`config.mk`:
```
export PLATFORM = sky130hd
export DESIGN_NAME = shift_seq_flat
export DESIGN_NICKNAME = d
export VERILOG_FILES = /design/src/rtl/shift_seq_pkg.sv /design/src/rtl/shift_seq_if.sv /design/src/rtl/shift_seq_step.sv /design/src/rtl/shift_seq.sv /design/src/flat_wrapper.sv
export SDC_FILE = /design/constraint.sdc
export NUM_CORES = 1
export LEC_CHECK = 0
export ABC_AREA = 1
export CELL_PAD_IN_SITES_DETAIL_PLACEMENT = 1
export CELL_PAD_IN_SITES_GLOBAL_PLACEMENT = 2
export CORE_UTILIZATION = 25
export DETAILED_ROUTE_END_ITERATION = 7
export HOLD_SLACK_MARGIN = 0.02
export PLACE_DENSITY = 0.86
export SLEW_MARGIN = 10
export SYNTH_ARGS = -nofsm -noshare
export SYNTH_HDL_FRONTEND = slang
export SYNTH_SLANG_ARGS = --single-unit
```
`constraint.sdc`:
```
create_clock -name clk -period 1.6 [get_ports clk]
set_input_delay 0.24 -clock clk [delete_from_list [all_inputs] [get_ports clk]]
set_output_delay 0.24 -clock clk [all_outputs]
set_load 0.03 [all_outputs]
```
`src/rtl/shift_seq_pkg.sv`:
```
// -----------------------------------------------------------------------------
// shift_seq_pkg
// Shared definitions for the sequential shifter and any other datapath block
// (e.g. the ALU) that needs the same shift-op encodings.
//   - DEF_WIDTH / DEF_SHW : default datapath and shift-amount widths
//   - op_t                : shift operation encoding (SLL, SRL, SRA, reserved)
//   - state_t             : one-hot FSM state encoding of shift_seq
// -----------------------------------------------------------------------------
package shift_seq_pkg;

   localparam int DEF_WIDTH = 16;
   localparam int DEF_SHW   = 4;

   typedef enum logic [1:0] {
      OP_SLL = 2'b00,
      OP_SRL = 2'b01,
      OP_SRA = 2'b10,
      OP_RSV = 2'b11
   } op_t;

   // One-hot so that busy/done are a single flop bit each.
   typedef enum logic [2:0] {
      ST_IDLE  = 3'b001,
      ST_SHIFT = 3'b010,
      ST_DONE  = 3'b100
   } state_t;

endpackage : shift_seq_pkg

```
`src/rtl/shift_seq_if.sv`:
```
// -----------------------------------------------------------------------------
// shift_seq_if
// Request/result bundle of the sequential shifter.
//   start  : request pulse, only honoured while the shifter is idle
//   op     : shift operation (see shift_seq_pkg::op_t)
//   A      : operand, captured on an accepted start
//   shamt  : shift amount, captured on an accepted start
//   busy   : high while shifting
//   done   : one-cycle pulse, out is valid
//   out    : result register, held until the next accepted start
// Modports: master = requester, slave = shifter.
// -----------------------------------------------------------------------------
interface shift_seq_if #(
   parameter int WIDTH = shift_seq_pkg::DEF_WIDTH,
   parameter int SHW   = shift_seq_pkg::DEF_SHW
);

   logic             start;
   logic [1:0]       op;
   logic [WIDTH-1:0] A;
   logic [SHW-1:0]   shamt;
   logic             busy;
   logic             done;
   logic [WIDTH-1:0] out;

   modport master (
      output start, op, A, shamt,
      input  busy, done, out
   );

   modport slave (
      input  start, op, A, shamt,
      output busy, done, out
   );

endinterface : shift_seq_if

```
`src/rtl/shift_seq_step.sv`:
```
// -----------------------------------------------------------------------------
// shift_step
// Purely combinational single-bit shifter, shared with the ALU.
//   value   : input word
//   op      : OP_SLL (zero into LSB), OP_SRL (zero into MSB),
//             OP_SRA (MSB replicated), OP_RSV (value passes unchanged)
//   shifted : value shifted by one position
// -----------------------------------------------------------------------------
module shift_step
   import shift_seq_pkg::*;
#(
   parameter int WIDTH = DEF_WIDTH
) (
   input  logic [WIDTH-1:0] value,
   input  op_t              op,
   output logic [WIDTH-1:0] shifted
);

   // One-position shift selected by op; reserved op is a pass-through.
   always_comb begin
      shifted = value;
      case (op)
         OP_SLL:  shifted = {value[WIDTH-2:0], 1'b0};
         OP_SRL:  shifted = {1'b0, value[WIDTH-1:1]};
         OP_SRA:  shifted = {value[WIDTH-1], value[WIDTH-1:1]};
         OP_RSV:  shifted = value;
         default: shifted = value;
      endcase
   end

endmodule : shift_step

```
`src/rtl/shift_seq.sv`:
```
// -----------------------------------------------------------------------------
// shift_seq
// Multi-cycle shifter: one bit position per clock.
//   clk   : sole clock, rising edge
//   rst_n : synchronous active-low reset
//   bus   : shift_seq_if.slave (start/op/A/shamt in, busy/done/out out)
// Timing: accept on edge 0, done is high in cycle shamt+1. shamt==0 or the
// reserved op skip shifting and report done in cycle 1 with out==A.
// start is ignored outside IDLE; a reset abandons any operation without done.
// -----------------------------------------------------------------------------
module shift_seq
   import shift_seq_pkg::*;
#(
   parameter int WIDTH = DEF_WIDTH,
   parameter int SHW   = DEF_SHW
) (
   input  logic        clk,
   input  logic        rst_n,
   shift_seq_if.slave  bus
);

   localparam logic [SHW-1:0] CNT_ZERO = {SHW{1'b0}};
   localparam logic [SHW-1:0] CNT_ONE  = {{(SHW-1){1'b0}}, 1'b1};

   state_t           state_r;
   state_t           state_nxt;
   logic [SHW-1:0]   cnt_r;
   logic [SHW-1:0]   cnt_nxt;
   logic [WIDTH-1:0] out_r;
   logic [WIDTH-1:0] out_nxt;
   op_t              op_r;
   op_t              op_nxt;
   logic [WIDTH-1:0] step_s;

   shift_step #(
      .WIDTH (WIDTH)
   ) u_step (
      .value   (out_r),
      .op      (op_r),
      .shifted (step_s)
   );

   // Next-state / next-datapath logic; everything holds unless changed.
   always_comb begin
      state_nxt = state_r;
      cnt_nxt   = cnt_r;
      out_nxt   = out_r;
      op_nxt    = op_r;
      case (state_r)
         ST_IDLE: begin
            if (bus.start) begin
               out_nxt = bus.A;
               cnt_nxt = bus.shamt;
               op_nxt  = op_t'(bus.op);
               // Nothing to shift: go straight to DONE so latency is 1.
               if ((bus.shamt != CNT_ZERO) && (op_t'(bus.op) != OP_RSV)) begin
                  state_nxt = ST_SHIFT;
               end else begin
                  state_nxt = ST_DONE;
               end
            end else begin
               state_nxt = ST_IDLE;
            end
         end
         ST_SHIFT: begin
            out_nxt = step_s;
            cnt_nxt = cnt_r - CNT_ONE;
            // cnt==1 means this edge performs the last step.
            if (cnt_r == CNT_ONE) begin
               state_nxt = ST_DONE;
            end else begin
               state_nxt = ST_SHIFT;
            end
         end
         ST_DONE: begin
            state_nxt = ST_IDLE;
         end
         default: begin
            // Illegal encoding: recover to a clean idle state.
            state_nxt = ST_IDLE;
            cnt_nxt   = CNT_ZERO;
            out_nxt   = {WIDTH{1'b0}};
            op_nxt    = OP_SLL;
         end
      endcase
   end

   // State, counter, result and latched-op registers with synchronous reset.
   always_ff @(posedge clk) begin
      if (!rst_n) begin
         state_r <= ST_IDLE;
         cnt_r   <= CNT_ZERO;
         out_r   <= {WIDTH{1'b0}};
         op_r    <= OP_SLL;
      end else begin
         state_r <= state_nxt;
         cnt_r   <= cnt_nxt;
         out_r   <= out_nxt;
         op_r    <= op_nxt;
      end
   end

   // Status flags are straight decodes of the one-hot state register.
   assign bus.busy = (state_r == ST_SHIFT);
   assign bus.done = (state_r == ST_DONE);
   assign bus.out  = out_r;

endmodule : shift_seq

```
`src/flat_wrapper.sv`:
```
// flat-port wrapper written by rule: the top's interface ports become plain ports
module shift_seq_flat import shift_seq_pkg::*;
#(
   parameter int WIDTH = DEF_WIDTH,
   parameter int SHW   = DEF_SHW
)
  (clk, rst_n, bus_start, bus_op, bus_A, bus_shamt, bus_busy, bus_done, bus_out);
  shift_seq_if #(.WIDTH(WIDTH), .SHW(SHW)) bus_i ();
  input  logic clk;
  input  logic rst_n;
  input wire logic [$bits(bus_i.start)-1:0] bus_start;
  input wire logic [$bits(bus_i.op)-1:0] bus_op;
  input wire logic [$bits(bus_i.A)-1:0] bus_A;
  input wire logic [$bits(bus_i.shamt)-1:0] bus_shamt;
  output wire logic [$bits(bus_i.busy)-1:0] bus_busy;
  output wire logic [$bits(bus_i.done)-1:0] bus_done;
  output wire logic [$bits(bus_i.out)-1:0] bus_out;
  assign bus_i.start = bus_start;
  assign bus_i.op = bus_op;
  assign bus_i.A = bus_A;
  assign bus_i.shamt = bus_shamt;
  assign bus_busy = bus_i.busy;
  assign bus_done = bus_i.done;
  assign bus_out = bus_i.out;
  shift_seq #(.WIDTH(WIDTH), .SHW(SHW)) u_core (.clk(clk), .rst_n(rst_n), .bus(bus_i));
endmodule
```
==> Word level (Yosys, flattened, before mapping) <==
Index checks and enable logic that the tools add are counted.
{ "totals": {"regBits": 25, "out_inout_bits": 18} }
{ "op_classes": {"n_bitwise": 2, "n_eq_ne": 11, "muxes": 11, "add_sub_neg": 1, "n_reduce_logical": 8} }
{ "ops": {"columns": ["op", "n"], "rows": [
  ["one-hot mux 16 bit (3 select lines)", 2],
  ["2-to-1 mux 16 bit", 1],
  ["one-hot mux 4 bit (3 select lines)", 1],
  ["2-to-1 mux 3 bit", 3],
  ["!= test 2 bit (second input constant)", 4],
  ["one-hot mux 3 bit (2 select lines)", 1],
  ["== test 2 bit (second input constant)", 2],
  ["== test 4 x 1 -> 1 bit (second input constant)", 1],
  ["2-to-1 mux 4 bit", 1],
  ["one-hot mux 2 bit (2 select lines)", 1],
  ["AND reduction 2 bit", 2],
  ["AND reduction 4 bit", 1],
  ["nonzero test 4 bit", 1],
  ["subtractor 4 x 1 -> 4 bit (second input constant)", 1],
  ["== test 3 x 1 -> 1 bit (second input constant)", 1],
  ["== test 3 x 2 -> 1 bit (second input constant)", 1],
  ["== test 3 bit (second input constant)", 1],
  ["AND reduction 3 bit", 1],
  ["== test 2 x 1 -> 1 bit (second input constant)", 1],
  ["logical NOT 2 bit", 1],
  ["2-to-1 mux 2 bit", 1],
  ["inverter 1 bit", 2],
  ["OR reduction 2 bit", 1],
  ["logical AND 1 bit", 1]
]} }

==> Longest topological paths before layout <==
{ "logic_depth": {"depth_word": 5, "mapped_depth": 11} }

==> Hierarchy <==
Synthesis repeated with hierarchy kept, for this count alone.
{ "hier_totals": {"cells_unflattened": 346, "hier_area_um2": 1976.9} }
{ "modules_own_cells": {"columns": ["mod", "area_each_um2", "cells_each", "n_inst"], "rows": [
  ["shift_seq", 1447.6, 245, 1],
  ["shift_step", 529.3, 101, 1]
]} }

==> Worst setup path before layout <==
Ideal clock, no wire load.
{ "synth_timing": {"kind": "reg-to-reg", "startpoint": "reg u_core.op_r[0]", "endpoint": "reg u_core.out_r[12], in the netlist u_core.bus.out[12]", "path_stages_with_launch": 10, "arrival_time_ns": 1.350, "slack_ns": 0.134, "setup_time_ns": 0.116, "synth_period_minus_slack_ns": 1.466, "path_cell_list": "dfxtp_1 inv_1 ha_1 inv_2 buf_2 o21ai_0 nand2_1 nand2_1 nor2_2 nor2_1"} }
{ "synth_via": {"elab_chain_len": 3, "word_cells_on_any_way": 8} }
{ "synth_rtl": {"columns": ["element", "line", "text"], "rows": [
  ["start, declared", "shift_seq.sv:31", "op_t op_r;"],
  ["start signal, assigned", "shift_seq.sv:99", "op_r <= op_nxt;"],
  ["== test 2 bit (tied with other cells)", "shift_seq_step.sv:22", "case (op)"],
  ["one-hot mux 16 bit (3 select lines) / != test 2 bit (equally long branches)", null, null],
  ["one-hot mux 16 bit (3 select lines) / AND reduction 3 bit (equally long branches)", null, null],
  ["end signal, assigned", "shift_seq.sv:93", "out_r <= {WIDTH{1'b0}};"],
  ["end signal, assigned", "shift_seq.sv:98", "out_r <= out_nxt;"],
  ["end, declared", "shift_seq.sv:29", "logic [WIDTH-1:0] out_r;"]
]} }
Several ways; a longest one is shown, not always the timed one.
A chain may end at the register's enable or synchronous reset.

==> Final worst setup path <==
{ "layout_timing": {"startpoint": "reg u_core.state_r[0]", "endpoint": "out bus_done"} }
{ "layout_via": {"elab_chain_len": 1} }
{ "layout_rtl": {"columns": ["element", "line", "text"], "rows": [
  ["start, declared", "shift_seq.sv:25", "state_t state_r;"],
  ["start signal, assigned", "shift_seq.sv:96", "state_r <= state_nxt;"],
  ["== test 3 bit", "shift_seq.sv:105", "assign bus.done = (state_r == ST_DONE);"],
  ["end, declared", "flat_wrapper.sv:16", "output wire logic [$bits(bus_i.done)-1:0] bus_done;"]
]} }
Every way passes these cells.

==> impl_metrics.env <==
export IMPL_status="complete, no violations"
export IMPL_antenna_found_initial=0
export IMPL_setup_ws_ns=0.0816
export IMPL_peakVddDrop_v=0.000325
export IMPL_power_density_nw_per_um2=933
export IMPL_routabilityCongestion=0.742
export IMPL_yosysSeqAreaShare_pct=29.3
export IMPL_ant_nets=0
export IMPL_io_buffers=42
export IMPL_cts_htree_levels=1
export IMPL_viasPerCell=4.51
export IMPL_hold_viol=0
export IMPL_route_detailed_drc=0
export IMPL_drive_above_1_share_pct=15.2
export IMPL_rsz0062_at_grt="false"
export IMPL_clockBufferDepth=2
export IMPL_dp_final_hpwl_um=4000
export IMPL_setup_viol=0
export IMPL_drt_pre_antenna_iters=6
export IMPL_slew_violations=0
export IMPL_syn_area_per_cell_um2=6.15
export IMPL_maxSlewHeadroom_pct=75.8
export IMPL_finalCritPeriodShare_pct=94.9
export IMPL_fmax_ghz=0.659
export IMPL_syn_num_nets=308
export IMPL_syn_cell_area_um2=1710
export IMPL_fin_skew_ns=0.00617
export IMPL_grt_pass1_vias=1852
export IMPL_die_w_um=84.7
export IMPL_hp_class="register to register"
export IMPL_final_cell_mix="77 x nand2_1, 62 x nor2_1, 26 x inv_1, 24 x clkdlybuf4s50_1, 23 x dfxtp_1"
export IMPL_arrival_ns=1.28
export IMPL_cts_sinks=25
export IMPL_hold_buffers=0
export IMPL_worst_pin_slew_ns=0.362
export IMPL_synth_distinct_cells=29
export IMPL_boundaryPins=43
export IMPL_final_common_cell="nand2_1"
export IMPL_worstSetupPathType="register to primary output"
export IMPL_area_growth_pct=37.4
export IMPL_cp_max_fo=4
export IMPL_postLayoutCoreUtil_pct=36.4
export IMPL_die_h_um=84.7
export IMPL_fin_crit_ns=1.52
export IMPL_antenna_cells=0
export IMPL_end_kind="primary output"
export IMPL_core_um2=6460
export IMPL_cts_buffers=3
export IMPL_power_leakage_nw=1.20
export IMPL_routedWlPerCell_um=12.8
export IMPL_routed_wl_um=5200
export IMPL_grtUsageTotal_pct=15.2
export IMPL_r2r_cells=10
export IMPL_cap_violations=0
export IMPL_cts_tree="done"
export IMPL_start_kind="register"
export IMPL_cts_reportedPaths_clkPinSlew_ns=0.09
export IMPL_initialDrtViolationCount=56
export IMPL_syn_inst=278
export IMPL_holdPathStages=2
export IMPL_initial_core_util_pct=26.5
export IMPL_synth_seq_cells=25
export IMPL_dieArea_um2=7180
export IMPL_required_ns=1.36
export IMPL_nNetsFinal=360
export IMPL_place_ws_ns=0.0591
export IMPL_vias=1833
export IMPL_insertion_delay_ns=0.27
export IMPL_rows=29
export IMPL_grt_max_degree=22
export IMPL_synth_warnings=0
export IMPL_setup_tns_ns=0
export IMPL_grt_pass1_wl_um=8790
export IMPL_cts_root_buf="clkbuf_8"
export IMPL_overflow=0
## cell families (layout without fill, tap and decap cells)
logic type | count (synthesis) | count (layout) | share of synthesized area, %
simple gates | 175 | 175 | 45.4
buf+inv | 40 | 91 | 11.5
compound gates | 33 | 33 | 10.2
flops | 25 | 25 | 29.3
fa+ha+maj | 5 | 5 | 3.66
## final cells by class
| class | instances | area [µm²] |
|---|---|---|
| timing repair buffer | 56 | 562 |
| fill | 849 | 4110 |
| clock inverter | 1 | 5.00 |
| sequential | 25 | 503 |
| inverter | 31 | 129 |
| clock buffer | 3 | 41.3 |
| tap | 77 | 96.3 |
| multi-input combinational | 213 | 1010 |
## final timing paths
check	from	end	slack (ns)
min reg2reg	u_core.op_r[1]	u_core.op_r[1]	0.54
min	u_core.op_r[1]	u_core.op_r[1]	0.54
max reg2reg	u_core.op_r[0]	u_core.bus.out[11]	0.15
max	u_core.state_r[0]	bus_done	0.08
## sequential cells by signal (all words and copies together) (netlist names)
name            flops
u_core.bus.out     16
u_core.state_r      3
u_core.cnt_r        4
u_core.op_r         2
## metrics by stage
| step | power (mW) | cell area (µm²) | cells | hold slack (ns) |
|---|---|---|---|---|
| 2_1_floorplan | 1.45 | 1710 | 278 | 0.382 |
| 3_3_place_gp | 1.84 | 2290 | 402 | 0.511 |
| 3_5_place_dp | 1.86 | 2290 | 402 | 0.526 |
| 4_1_cts | 2.22 | 2330 | 406 | 0.552 |
| 5_1_grt | 2.36 | 2350 | 406 | 0.574 |
| 6_report | 2.19 | 2350 | 406 | 0.543 |
## critical path: stages, from the launching register on
cell,delay (ns)
dfxtp_1,0.36
inv_2,0.12
nand3_2,0.09
inv_1,0.06
dlygate4sd2_1,0.39
## where the power goes
part | leakage, nW | internal (mW) | switching, mW
logic | 0.965 | 0.410 | 0.611
registers | 0.208 | 0.707 | 0.0804
clock network | 0.0255 | 0.174 | 0.210
## cells in the mapped netlist
master    instances  share of area, %
nand2_1          77                17
nor2_1           62                14
inv_1            26               5.7
dfxtp_1          25                29
o21ai_0          15               4.4
nor2_2           11               4.0
nand3_1          10               2.9
o21ai_1          10               2.9
nand2_2           6               2.2
ha_1              5               3.7
a21oi_1           4               1.2
buf_2             4               1.2
inv_2             4              0.88
nand4_1           3               1.1
nand3_2           2               1.2
a31oi_1           1              0.37
buf_12            1               1.2
buf_6             1              0.66
buf_8             1              0.88
clkbuf_1          1              0.22
clkbuf_2          1              0.29
inv_6             1              0.51
nand2_4           1              0.66
nand3_4           1               1.0
nor2_4            1              0.66
nor2_8            1               1.2
o211ai_1          1              0.44
o21ai_2           1              0.51
o22ai_1           1              0.37
## timing repair
| action | CTS | global route |
|---|---|---|
| setup buffers | 0 | 0 |
| gates cloned | 0 | 0 |
| pin swaps | 0 | 0 |
| setup endpoints to repair | 12 | 9 |
| gates resized for setup | 12 | 10 |
## metal layers
layer / wire [µm] / vias up / share of wire, % / track usage [%]
li1: - / 958 / - / -
met5: 0 / - / 0 / 0
met1: 2540 / 847 / 49 / 20.3
met4: 36 / 0 / 0.69 / 3.08
met3: 102 / 4 / 2.0 / 1.28
met2: 2520 / 24 / 48 / 26.9
Note: power is estimated with default switching activity, not from simulation.
==> variant (same settings) <==
Encoding of `state_t`: now binary (2 bits for 3 states). Comments in the files are not updated.
--- a/src/rtl/shift_seq_pkg.sv
+++ b/src/rtl/shift_seq_pkg.sv
@@ -20,8 +20,8 @@
 
    // One-hot so that busy/done are a single flop bit each.
-   typedef enum logic [2:0] {
-      ST_IDLE  = 3'b001,
-      ST_SHIFT = 3'b010,
-      ST_DONE  = 3'b100
+   typedef enum logic [1:0] {
+      ST_IDLE  = 2'd0,
+      ST_SHIFT = 2'd1,
+      ST_DONE  = 2'd2
    } state_t;
 
Formal check against the unedited RTL: no difference found for any inputs over 10 cycles, from zero or initial values and one cycle with rst_n low; not proved beyond that.
==> variant against the original RTL <==
Sequential share of layout area down 1.1 points; design area up 0.80%; synthesized area up 4.1%; critical endpoint is now bus_out[0]; sequential cell count down 1; critical path depth down 3; worst setup slack worse by 16 ps; total power down 6.8%; global-route usage up 1.2 points; non-clock buffer count down 3; wire length up 8.6%.
==> variant: results (changes against the original RTL) <==
Status
Result of the run: completed (unchanged).

Clock tree
The number of CTS-inserted buffers is 3 (unchanged). Clock-pin slew was measured on the worst setup and hold paths at 100 ps. The clock latency reported for the late side of the worst-skew pair is 270 ps (about the same). The buffers inserted during post-CTS setup optimization is 0 (unchanged).

The maximum count of clock buffers along a single path is 2 (unchanged). The clock tree root buffer cell is clkbuf_8 (unchanged). The count of H-tree levels built during CTS is 1 (unchanged).

STA
The worst setup skew after layout is 2.81 ps (was 6.17 ps). The relative slew slack came to 78.8% (was 75.8%).

Detailed routing
The final routed DRC violation total is 0 (unchanged). The number of optimization iterations in the first detailed-route pass is 4 (was 6). The sum of routed wire length over all layers is 5.64 mm (was 5.20 mm). The routed length per instance is 12.6 um (was 12.8 um).

The via-per-instance ratio is 4.53 (was 4.51). The initial detailed-routing violation count is 61 (was 56).

Placed design
The last weighted congestion value of the routability-driven placer is 0.846 (was 0.742). The number of cells in the design after placement is 444 (was 402). The number of buffers inserted by port buffering is 42 (unchanged). The HPWL after detailed placement is 4.07 mm (was 4.00 mm).

Global routing
The global-route wire length before repair is 9.78 mm (was 8.79 mm). The initial antenna violation count came to 0 (unchanged). The global-route usage over all layers is 16.4% (was 15.2%). The pin count of the biggest net entering global routing is 22 (unchanged).

The via count of the first global-routing pass is 2104 (was 1852).

Yosys
The average size of a mapped cell was 5.72 um^2 (was 6.15 um^2). The sequential fraction of the synthesis area is 27.0% (was 29.3%). Top area cells in the synthesized netlist: dfxtp_1 27%, nand2_1 23%, nand3_1 10% (was dfxtp_1 29%, nand2_1 17%, nor2_1 14%). The share of flip-flops with an asynchronous set or reset is 0% (unchanged). The distinct cell type count of the synthesized netlist is 18 (was 29). The number of synthesis warnings was 0 (unchanged).

The net count of the mapped netlist is 344 (was 308). Top cell types by occurrence after synthesis: 108 x nand2_1, 42 x inv_1, 38 x nor2_1 (was 77 x nand2_1, 62 x nor2_1, 26 x inv_1).

Cells and area
The proportion of layout cells with a drive suffix above 1 is 6.53% (was 15.2%). The number of flip-flops under the largest register name was 16 (unchanged). The antenna diode instance count is 0 (unchanged). The net total in the final layout is 386 (was 360). The fill cell instance count of the final layout is 945 (was 849).

Power
The switching portion of total power is 40.3% (was 41.1%). The worst-case vdd ir drop is 0.000308 V (was 0.000325 V). The leakage dissipation came to 1.23 nW (was 1.20 nW).

Setup path
The maximum fanout encountered on the critical timing path came to 2 (was 4). The cell with the biggest individual delay on the critical path is clkdlybuf4s50_1 (was dlygate4sd2_1). The kind of cell adding the most delay to the critical path is buffers and inverters (unchanged). The arrival time of data at the critical path endpoint is 1290 ps. The largest stage delay on the critical path is 670 ps (was 390 ps).

Hold path
The worst hold-check path type is flip-flop to flip-flop (unchanged).
variant: cell type report:
cell class              count  area share (%)
clock buffers               4            2.32
inverters                  44            7.03
multi-input cells         227            43.8
flip-flops and latches     24            20.3
well taps                  96            5.07
repair buffers             53            21.4
variant: stage by stage:
stage	setup WS, ps	util, %	TNS [ps]	power, W	cell area [um^2]
floorplan	128	-	0	0.00133	1780
global placement	14.0	33.7	0	0.00162	2300
detailed placement	-60.0	33.7	-600	0.00164	2300
CTS	4.37	34.3	0	0.00207	2350
global route	-48.1	34.7	-134	0.00220	2370
finish	65.7	34.7	0	0.00204	2370
variant: worst min-delay path: stages (launching register included):
cell and delay, ps:
dfxtp_1 350, nand2_1 80, a21oi_1 50
variant: kinds of logic (layout without fill, tap and decap cells):
| logic type | after synthesis | in the layout | share of synthesized area [%] |
|---|---|---|---|
| AO/OA/AOI/OAI | 33 | 33 | 9.63 |
| adder cells (fa/ha/maj) | 8 | 8 | 5.62 |
| buffers and inverters | 60 | 101 | 15.5 |
| flip-flops | 24 | 24 | 27.0 |
| AND/OR/NAND/NOR | 186 | 186 | 42.2 |
variant: power by group through the flow:
| stage | sequential (W) | clock [W] | combinational [W] |
|---|---|---|---|
| after global placement | 0.000760 | 0 | 0.000863 |
| after floorplan | 0.000848 | 0 | 0.000479 |
| after global routing | 0.000760 | 0.000479 | 0.000962 |
| after detailed placement | 0.000760 | 0 | 0.000882 |
| final | 0.000744 | 0.000445 | 0.000855 |
| after CTS | 0.000746 | 0.000460 | 0.000863 |
variant: worst paths after layout:
kind,slack [ps],cells after the start,end,start
hold reg to reg,520,2,u_core.op_r[0],u_core.op_r[0]
setup reg to reg,140,8,u_core.bus.out[4],u_core.op_r[0]
setup / recovery,70,1,bus_out[0],u_core.bus.out[0]
hold / removal,520,2,u_core.op_r[0],u_core.op_r[0]
variant: per-layer routing:
| layer | vias up | track usage, % | wire length (um) | share of wire [%] |
|---|---|---|---|---|
| met5 | - | 0 | 0 | 0 |
| met4 | 0 | 5.15 | 57 | 1.0 |
| met3 | 4 | 1.52 | 117 | 2.1 |
| met2 | 26 | 30.1 | 2790 | 49 |
| met1 | 966 | 20.3 | 2670 | 47 |
| li1 | 1033 | - | - | - |
variant: timing repair:
item	CTS	global route
resized for setup	12	10
setup endpoints to repair	12	22
hold buffers	0	0
